`src/rtl/mac_array_sequencer.sv`:
```
// Initiator-side driver for the mac_array west/north edge: loads the kernel,
// streams activations with optional per-row skew and waits for the returned valid pulses.
module mac_array_sequencer #(
  parameter int bw      = 4,
  parameter int psum_bw = 16,
  parameter int row     = 8,
  parameter int col     = 1,
  parameter int len_bw  = 8,
  parameter int skew    = 1
) (
  input  logic                   clk,
  input  logic                   reset,
  input  logic                   start,
  input  logic [len_bw-1:0]      cfg_len,
  input  logic [psum_bw*col-1:0] cfg_bias,
  input  logic [row*bw-1:0]      w_data,
  input  logic                   w_valid,
  output logic                   w_ready,
  input  logic [row*bw-1:0]      x_data,
  input  logic                   x_valid,
  output logic                   x_ready,
  output logic [row*bw-1:0]      in_w,
  output logic [psum_bw*col-1:0] in_n,
  output logic [2:0]             inst_w,
  input  logic [col-1:0]         valid,
  output logic                   busy,
  output logic                   done,
  output logic [2:0]             dbg_state
);

  localparam logic [2:0] IDLE  = 3'd0;
  localparam logic [2:0] LOAD  = 3'd1;
  localparam logic [2:0] EXEC  = 3'd2;
  localparam logic [2:0] DRAIN = 3'd3;
  localparam logic [2:0] FIN   = 3'd4;

  localparam logic [len_bw:0] COL_C = (len_bw+1)'(col);
  localparam logic [len_bw:0] ONE_C = (len_bw+1)'(1);

  // Handshake rule: a word moves on a rising edge where valid and ready are both
  // high; ready is a decode of the state register, so it is stable all cycle.
  logic [2:0]             state, state_nxt;
  logic [len_bw-1:0]      len_r, load_cnt, exec_cnt, vld_cnt;
  logic [psum_bw*col-1:0] bias_r;
  logic                   w_fire, x_fire, vld_hit;
  logic [len_bw:0]        load_inc, exec_inc, vld_inc;
  logic [row*bw-1:0]      stage_d;

  assign w_ready   = (state == LOAD);
  assign x_ready   = (state == EXEC);
  assign busy      = (state == LOAD) || (state == EXEC) || (state == DRAIN);
  assign done      = (state == FIN);
  assign dbg_state = state;
  assign in_n      = bias_r;

  assign w_fire  = w_valid & w_ready;
  assign x_fire  = x_valid & x_ready;
  assign vld_hit = valid[col-1] & busy;

  // One extra bit so a full-scale cfg_len compares without wrapping.
  assign load_inc = {1'b0, load_cnt} + ONE_C;
  assign exec_inc = {1'b0, exec_cnt} + ONE_C;
  assign vld_inc  = {1'b0, vld_cnt} + {{len_bw{1'b0}}, vld_hit};

  always_comb begin
    state_nxt = state;
    case (state)
      IDLE:    if (start) state_nxt = LOAD;
      LOAD:    if (w_fire && load_inc == COL_C) state_nxt = (len_r == '0) ? DRAIN : EXEC;
      EXEC:    if (x_fire && exec_inc == {1'b0, len_r}) state_nxt = DRAIN;
      DRAIN:   if (vld_inc >= {1'b0, len_r}) state_nxt = FIN;
      FIN:     state_nxt = IDLE;
      default: state_nxt = IDLE;
    endcase
  end

  always_comb begin
    stage_d = '0;
    if (w_fire)      stage_d = w_data;
    else if (x_fire) stage_d = x_data;
  end

  always_ff @(posedge clk) begin
    if (reset) begin
      state    <= IDLE;
      len_r    <= '0;
      bias_r   <= '0;
      load_cnt <= '0;
      exec_cnt <= '0;
      vld_cnt  <= '0;
      inst_w   <= 3'b000;
    end else begin
      state  <= state_nxt;
      inst_w <= {1'b0, x_fire, w_fire};
      if (state == IDLE && start) begin
        len_r    <= cfg_len;
        bias_r   <= cfg_bias;
        load_cnt <= '0;
        exec_cnt <= '0;
        vld_cnt  <= '0;
      end else begin
        if (w_fire)  load_cnt <= load_inc[len_bw-1:0];
        if (x_fire)  exec_cnt <= exec_inc[len_bw-1:0];
        if (vld_hit) vld_cnt  <= vld_inc[len_bw-1:0];
        if (state == FIN) bias_r <= '0;
      end
    end
  end

  // Row r gets r extra stages when skewed; inst_w is never delayed.
  for (genvar r = 0; r < row; r++) begin : g_row
    localparam int depth = (skew != 0) ? r : 0;
    logic [bw-1:0] sr [0:depth];

    always_ff @(posedge clk) begin
      if (reset) begin
        for (int k = 0; k <= depth; k++) sr[k] <= '0;
      end else begin
        sr[0] <= stage_d[r*bw +: bw];
        for (int k = 1; k <= depth; k++) sr[k] <= sr[k-1];
      end
    end

    assign in_w[r*bw +: bw] = sr[depth];
  end

endmodule

```
`config.mk`:
```
export PLATFORM = sky130hd
export DESIGN_NAME = mac_array_sequencer
export DESIGN_NICKNAME = d
export VERILOG_FILES = /design/src/rtl/mac_array_sequencer.sv
export SDC_FILE = /design/constraint.sdc
export NUM_CORES = 1
export LEC_CHECK = 0
export BUFFER_PORTS_ARGS = -buffer_cell sky130_fd_sc_hd__buf_2
export CORE_MARGIN = 2
export CORE_UTILIZATION = 56
export CTS_BUF_LIST = sky130_fd_sc_hd__clkbuf_4 sky130_fd_sc_hd__clkbuf_8
export DETAILED_ROUTE_END_ITERATION = 6
export GPL_ROUTABILITY_DRIVEN = 0
export PLACE_DENSITY_LB_ADDON = 0.3
export SYNTH_ARGS = -nofsm -noshare
export SYNTH_HDL_FRONTEND = slang
export SYNTH_SLANG_ARGS = --single-unit
```
`constraint.sdc`:
```
create_clock -name clk -period 4.05 [get_ports clk]
set_clock_uncertainty 0.05 [all_clocks]
set_input_delay 0 -clock clk [delete_from_list [all_inputs] [get_ports clk]]
set_output_delay 0 -clock clk [all_outputs]
set_load 0.02 [all_outputs]
```
==> metrics.md, run 1 <==
| Metric | Value |
|---|---|
| Status | finished clean |
| GRT Util Overall | 23.0% |
| Dpl cells | 918 |
| Synthesis-to-layout area growth | 28.6% |
| Final instance area | 8830 um2 |
| Remaining DRCs | 0 |
| Reg-to-reg critical path startpoint | dbg_state[1] |
| CP max FO | 7 |
| Die X | 115 um |
| Main synth FF type | dfxtp_1 |
| Clk_lat worst skew | 460 ps |
| Largest net degree at the start of global routing | 73 |
| Vias in the first global route | 5218 |
| Detail Route Antenna Nets | 0 |
| Worst min path class | input port to register |
| Max-slew violations | 0 |
| Leakage | 3.91 nW |
| Die Y | 115 um |
| Slew @ Worst Pin | 829 ps |
| Number of max-cap violations | 0 |
| # fillers | 804 |
| Flops & latches, synth | 197 |
| Maximum VDD drop | 0.267 mV |
| TritonCTS clock tree | built |
| Final nets | 989 |
| DP Area | 7520 um2 |
| Pre-Repair DR Iteration Count | 4 |
| Routed WL | 15000 um |
| Vias | 5305 |
| Nature of the critical path endpoint | register |
| Grt ovf | 0 |
| Clock sinks | 197 |
| WP data arrival | 4020 ps |
| Fin Setup TNS | 0 ps |
| Post-CTS setup buffer count | 0 |
| Crit share post-route | 92.3% |
| Cell mode on critical path | ha_1 |
| Slowest-stage cell, CP | dfxtp_1 |
| Commonest non-fill, non-tap cell in the layout | dfxtp_1 |
| RSZ-0062 raised after global routing | false |
| Critical Path RT | 4330 ps |
| Synthesized cell area | 6870 um2 |
| Max Clock Freq | 268 MHz |
| # IOs | 152 |
| Fin cells | 1041 |
| Clock transition at path regs | 100 ps |
| Diode count | 0 |
| Cells after Synth | 676 |
| Flop pwr share | 52.3% |
| I/O Buffers | 150 |
| Launch point of the worst hold path | reset |
| Most frequent cells in the layout | dfxtp_1, buf_2, nor2b_1 |
| Final setup fails | 0 |
| Clock share of power | 29.5% |
| WL per Instance | 14.4 um |
| Rows | 40 |
| Clock Path Buffers | 2 |
| CP startpoint | dbg_state[1] |
| Switch Pwr | 0.00114 W |
| Cell Pwr Density | 460 nW/um2 |
| First-pass GRT wire length | 23800 um |
| Fin crit period | 3740 ps |
| Detail Placement HPWL | 8610 um |
| CP Class | register to register |
| Die area | 13200 um2 |
| Inserted Clock Buffers | 17 |
| Core Footprint | 12000 um2 |
| Layout cell share with drive strength beyond 1 | 21.9% |
| Crit path launch type | register |
| Synth warnings | 0 |
| Library cells used by synthesis | 48 |
| Sw Ratio | 28.1% |
| Async set-reset flop share out of synthesis | 0% |
| Vias per std cell | 5.10 |
| Mapped Nets | 783 |
| Hold Fails Final Rpt | 0 |
| H-Tree Level Count | 4 |
| Root Buffer | clkbuf_8 |
| CP peak stage delay | 450 ps |
| Combinational share of power | 18.2% |
| Sequential area share after synthesis | 57.4% |
| Internal power | 0.00292 W |
| Max-slew headroom | 44.6% |
| CP Cell Sequence | nor2_1, nor2_1, nand2_1, inv_1, ha_1, ha_1, and3_1, and3_1, xor2_1, ha_1, a21oi_1, o21a_1, o31ai_2, a2111oi_2, or2_2, o41ai_1 |
| Initial Util | 57.2% |
| Syn avg cell area | 10.2 um2 |
| Initial drt markers | 432 |
| EDFF count, synth | 0 |
| Initial antenna violation count | 0 |
==> power by group through the flow <==
stage / registers, W / logic (W) / clock network (W)
3_3_place_gp: 0.00216 / 0.000594 / 0
6_report: 0.00212 / 0.000739 / 0.00120
3_5_place_dp: 0.00217 / 0.000617 / 0
2_1_floorplan: 0.00221 / 0.000386 / 0
4_1_cts: 0.00212 / 0.000712 / 0.00122
5_1_grt: 0.00214 / 0.000804 / 0.00130
==> registers in the layout (all words and copies together), names as in the netlist <==
signal and count:
in_n 16, exec_cnt 8, len_r 8, vld_cnt 8, g_row.sr 144, dbg_state 3
load_cnt 8, inst_w 2
==> cell usage after synthesis, types with 3 or more instances <==
cell | number | share of area [%]
nand2_1 | 60 | 3.3
xnor2_1 | 15 | 1.9
a22o_1 | 32 | 4.1
dfxtp_1 | 197 | 57
clkbuf_1 | 33 | 1.8
o21ai_0 | 8 | 0.58
and2_1 | 3 | 0.27
nand3_1 | 21 | 1.5
and3_1 | 9 | 0.82
a21oi_1 | 37 | 2.7
ha_1 | 13 | 2.4
o211ai_1 | 3 | 0.33
xor2_1 | 17 | 2.2
or3_1 | 5 | 0.46
nand4_1 | 7 | 0.64
nor3_1 | 6 | 0.44
nor2b_1 | 115 | 10
inv_1 | 14 | 0.76
nor2_1 | 25 | 1.4
buf_4 | 21 | 2.3
==> kinds of logic (layout without fill, tap and decap cells) <==
logic type      count (synthesis)  count (layout)  share of synthesized area, %
simple gates                  262             262                          20.6
flops                         197             197                          57.4
compound gates                 98              98                          10.0
buf+inv                        72             290                          5.34
xor+xnor                       32              32                          4.08
fa+ha+maj                      13              13                          2.37
other cells                     1               1                        0.0546
mux                             1               1                         0.146
==> worst max-delay path, delay by kind of cell, from the launching register on <==
family / cells / cell delay (ps)
adders and majority gates: 3 / 710
and+or+nand+nor: 6 / 1050
AOI/OAI and AO/OA: 5 / 970
DFF: 1 / 450
buffers and inverters: 1 / 220
xor gates and xnor gates: 1 / 180
==> repair_timing <==
action,4_1_cts,5_1_grt
endpoints found under the hold margin,65,0
setup endpoints to repair,0,3
gates resized for setup,0,4
hold buffers,92,0
==> cell type report <==
class	instances	area (um2)	area share, %
tap	147	184	2.08
sequential	197	3950	44.7
clock buffer	22	284	3.22
clock inverter	9	95.1	1.08
timing repair buffer	245	1700	19.2
inverter	14	52.6	0.595
multi-input combinational	407	2580	29.2
==> path summary, 6_finish.rpt <==
kind                                     endpoint  slack (ps)  cells past startpoint
worst max register to register       dbg_state[0]         310                     16
worst max-delay path                 dbg_state[0]         310                     16
worst min register to register  g_row[5].sr[2][2]         390                      1
worst min-delay path            g_row[2].sr[0][5]          30                      2
==> stage by stage <==
| step | power, W | worst slack, ps | util (%) | hold slack [ps] |
|---|---|---|---|---|
| final | 0.00406 | 312 | 73.5 | 34.1 |
| after global routing | 0.00425 | 45.6 | 73.5 | 39.1 |
| after CTS | 0.00406 | 149 | 73.4 | 2.93 |
| after detailed placement | 0.00278 | 162 | 62.6 | 161 |
| after global placement | 0.00275 | 534 | 62.6 | 162 |
| after floorplan | 0.00259 | 389 | - | 75.7 |
==> routing by layer <==
metal  track usage, %  part of all wire, %  up-vias
li1                 -                    -     2623
met1             24.6                   40     2450
met2             41.4                   51      196
met3             7.22                  6.7       36
met4             10.9                  2.4        0
met5                0                    0        -
Note: power is estimated with default switching activity, not from simulation.
==> run 2, diff against run 1 <==
--- a/config.mk
+++ b/config.mk
@@ -7,8 +7,7 @@
 export LEC_CHECK = 0
 export BUFFER_PORTS_ARGS = -buffer_cell sky130_fd_sc_hd__buf_2
 export CORE_MARGIN = 2
-export CORE_UTILIZATION = 56
-export CTS_BUF_LIST = sky130_fd_sc_hd__clkbuf_4 sky130_fd_sc_hd__clkbuf_8
+export CORE_UTILIZATION = 53
 export DETAILED_ROUTE_END_ITERATION = 6
 export GPL_ROUTABILITY_DRIVEN = 0
 export PLACE_DENSITY_LB_ADDON = 0.3
==> metrics.md, run 2 (same netlist as run 1, synthesis figures left out) <==
| Metric | Value |
|---|---|
| Max-slew violations | 0 (unchanged) |
| CP max FO | 8 (+1) |
| Synthesis-to-layout area growth | 31.6% |
| Vias in the first global route | 5296 (+1.5%) |
| Clock sinks | 197 (unchanged) |
| Rows | 41 (+2.5%) |
| Die area | 13900 um2 (+5.5%) |
| Layout cell share with drive strength beyond 1 | 21.3% (-0.67 points) |
| CP Class | register to register |
| Largest Register | g_row.sr |
| Commonest non-fill, non-tap cell in the layout | dfxtp_1 |
| Most frequent cells in the layout | dfxtp_1, buf_2, nor2b_1 |
| Die X | 118 um (+2.7%) |
| Critical Path RT | 4320 ps (about the same) |
| Internal power | 0.00331 W (+13%) |
| Crit share post-route | 92.6% (+0.32 points) |
| Sw Ratio | 26.3% (-1.7 points) |
| Post-CTS setup buffer count | 0 (unchanged) |
| H-Tree Level Count | 4 (unchanged) |
| Final instance area | 9040 um2 (+2.4%) |
| First-pass GRT wire length | 24300 um (+2.0%) |
| Detail Placement HPWL | 8370 um (-2.7%) |
| Diode count | 0 (unchanged) |
| Slowest-stage cell, CP | dfxtp_1 |
| Grt ovf | 0 (unchanged) |
| Vias | 5292 (-0.25%) |
| Total Power | 0.00449 W (+11%) |
| Pre-Repair DR Iteration Count | 5 (+1) |
| CP peak stage delay | 490 ps (+40 ps) |
| Worst min path class | input port to register |
| Max FFs per register | 144 (unchanged) |
| Initial Util | 54.4% (-2.8 points) |
| Maximum VDD drop | 0.346 mV (+30%) |
| Final setup fails | 0 (unchanged) |
| Reg2reg setup slack | 300 ps (about the same) |
| WL per Instance | 13.8 um (-4.0%) |
| # fillers | 920 (+14%) |
| Number of max-cap violations | 0 (unchanged) |
| Die Y | 118 um (+2.7%) |
| Clock share of power | 36.3% (+6.8 points) |
| Combinational share of power | 16.2% (-2.0 points) |
| RSZ-0062 raised after global routing | false |
| Routed WL | 14700 um (-1.7%) |
| Clock Path Buffers | 2 (unchanged) |
| Slew @ Worst Pin | 849 ps (+19.7 ps) |
| Leakage | 3.99 nW (+2.0%) |
| Initial antenna violation count | 0 (unchanged) |
| Vias per std cell | 4.96 (-2.6%) |
| WP data arrival | 4020 ps (about the same) |
| GRT Util Overall | 21.7% (-1.4 points) |
| CP Cell Sequence | nor2_1, nor2_1, nand2_1, inv_1, ha_1, ha_1, and3_1, and3_1, xor2_1, ha_1, nand4_1, o31ai_1, a2111oi_2, or2_2, o41ai_1 |
| Detail Route Antenna Nets | 0 (unchanged) |
| Remaining DRCs | 0 (unchanged) |
| Fin Setup TNS | 0 ps (unchanged) |
| Flop pwr share | 47.4% (-4.9 points) |
| Crit path launch type | register |
| DP Area | 7550 um2 (+0.42%) |
| Nature of the critical path endpoint | register |
| Inserted Clock Buffers | 17 (unchanged) |
| # IOs | 152 (unchanged) |
| Clk_lat worst skew | 420 ps (-40 ps) |
| Final nets | 988 (-0.10%) |
| Clock transition at path regs | 70 ps (-30 ps) |
| Cell mode on critical path | ha_1 |
| Root Buffer | clkbuf_16 |
| Hold Fails Final Rpt | 0 (unchanged) |
| Largest net degree at the start of global routing | 88 (+21%) |
| TritonCTS clock tree | built |
| Initial drt markers | 343 (-21%) |
| Cell Pwr Density | 496 nW/um2 (+8.0%) |
| Max-slew headroom | 43.3% (-1.3 points) |
| Worst hold slack | 2.43 ps (-31.7 ps) |
| Dpl cells | 943 (+2.7%) |
| Core Footprint | 12600 um2 (+5.1%) |
| Switch Pwr | 0.00118 W (+3.7%) |
| Fin crit period | 3750 ps (+13.0 ps) |
| I/O Buffers | 150 (unchanged) |
| Status | finished clean |
| Fin cells | 1066 (+2.4%) |
| Max Clock Freq | 267 MHz (-0.35%) |
[run 2: critical path, delay by kind of cell, from the launching register on]
kind	cells	cell delay, ps
compound gates	3	780
xor+xnor	1	100
fa+ha+maj	3	740
flops	1	490
simple gates	7	1280
buf+inv	1	210
[run 2: worst paths after layout]
check                         start                  to  cells after the start
setup / recovery       dbg_state[0]        dbg_state[0]                     15
hold / removal                reset  g_row[4].sr[0][19]                      2
setup reg to reg       dbg_state[0]        dbg_state[0]                     15
hold reg to reg   g_row[4].sr[0][6]  g_row[4].sr[0][10]                      1
[run 2: area by class of cell]
cell class / count / area, um2 / area share [%]
Sequential cell: 197 / 3940 / 43.6
Multi-Input combinational cell: 407 / 2570 / 28.4
Timing Repair Buffer: 244 / 1690 / 18.7
Clock buffer: 23 / 458 / 5.06
Tap cell: 172 / 215 / 2.38
Clock inverter: 9 / 115 / 1.27
Inverter: 14 / 52.6 / 0.581
[run 2: repair_timing]
item | CTS | global route
hold buffers | 91 | 0
setup endpoints to repair | 0 | 3
gates resized for setup | 0 | 2
endpoints found under the hold margin | 61 | 0
[run 2: power groups by stage]
stage / sequential (W) / combinational [W] / clock, W
finish: 0.00213 / 0.000729 / 0.00163
global route: 0.00214 / 0.000793 / 0.00174
CTS: 0.00213 / 0.000710 / 0.00166
detailed placement: 0.00217 / 0.000616 / 0
global placement: 0.00216 / 0.000593 / 0
floorplan: 0.00221 / 0.000386 / 0
[run 2: through the flow]
| stage | worst slack [ps] | util [%] |
|---|---|---|
| finish | 299 | 71.7 |
| global route | 19.0 | 71.7 |
| CTS | 121 | 71.6 |
| detailed placement | 246 | 59.8 |
| global placement | 565 | 59.8 |
| floorplan | 389 | - |
[run 2: metal layers]
layer  wire length (um)  track usage, %
met4                293            9.79
met2               7330            38.1
met5                  0               0
met1               6090            24.3
met3               1030            6.06
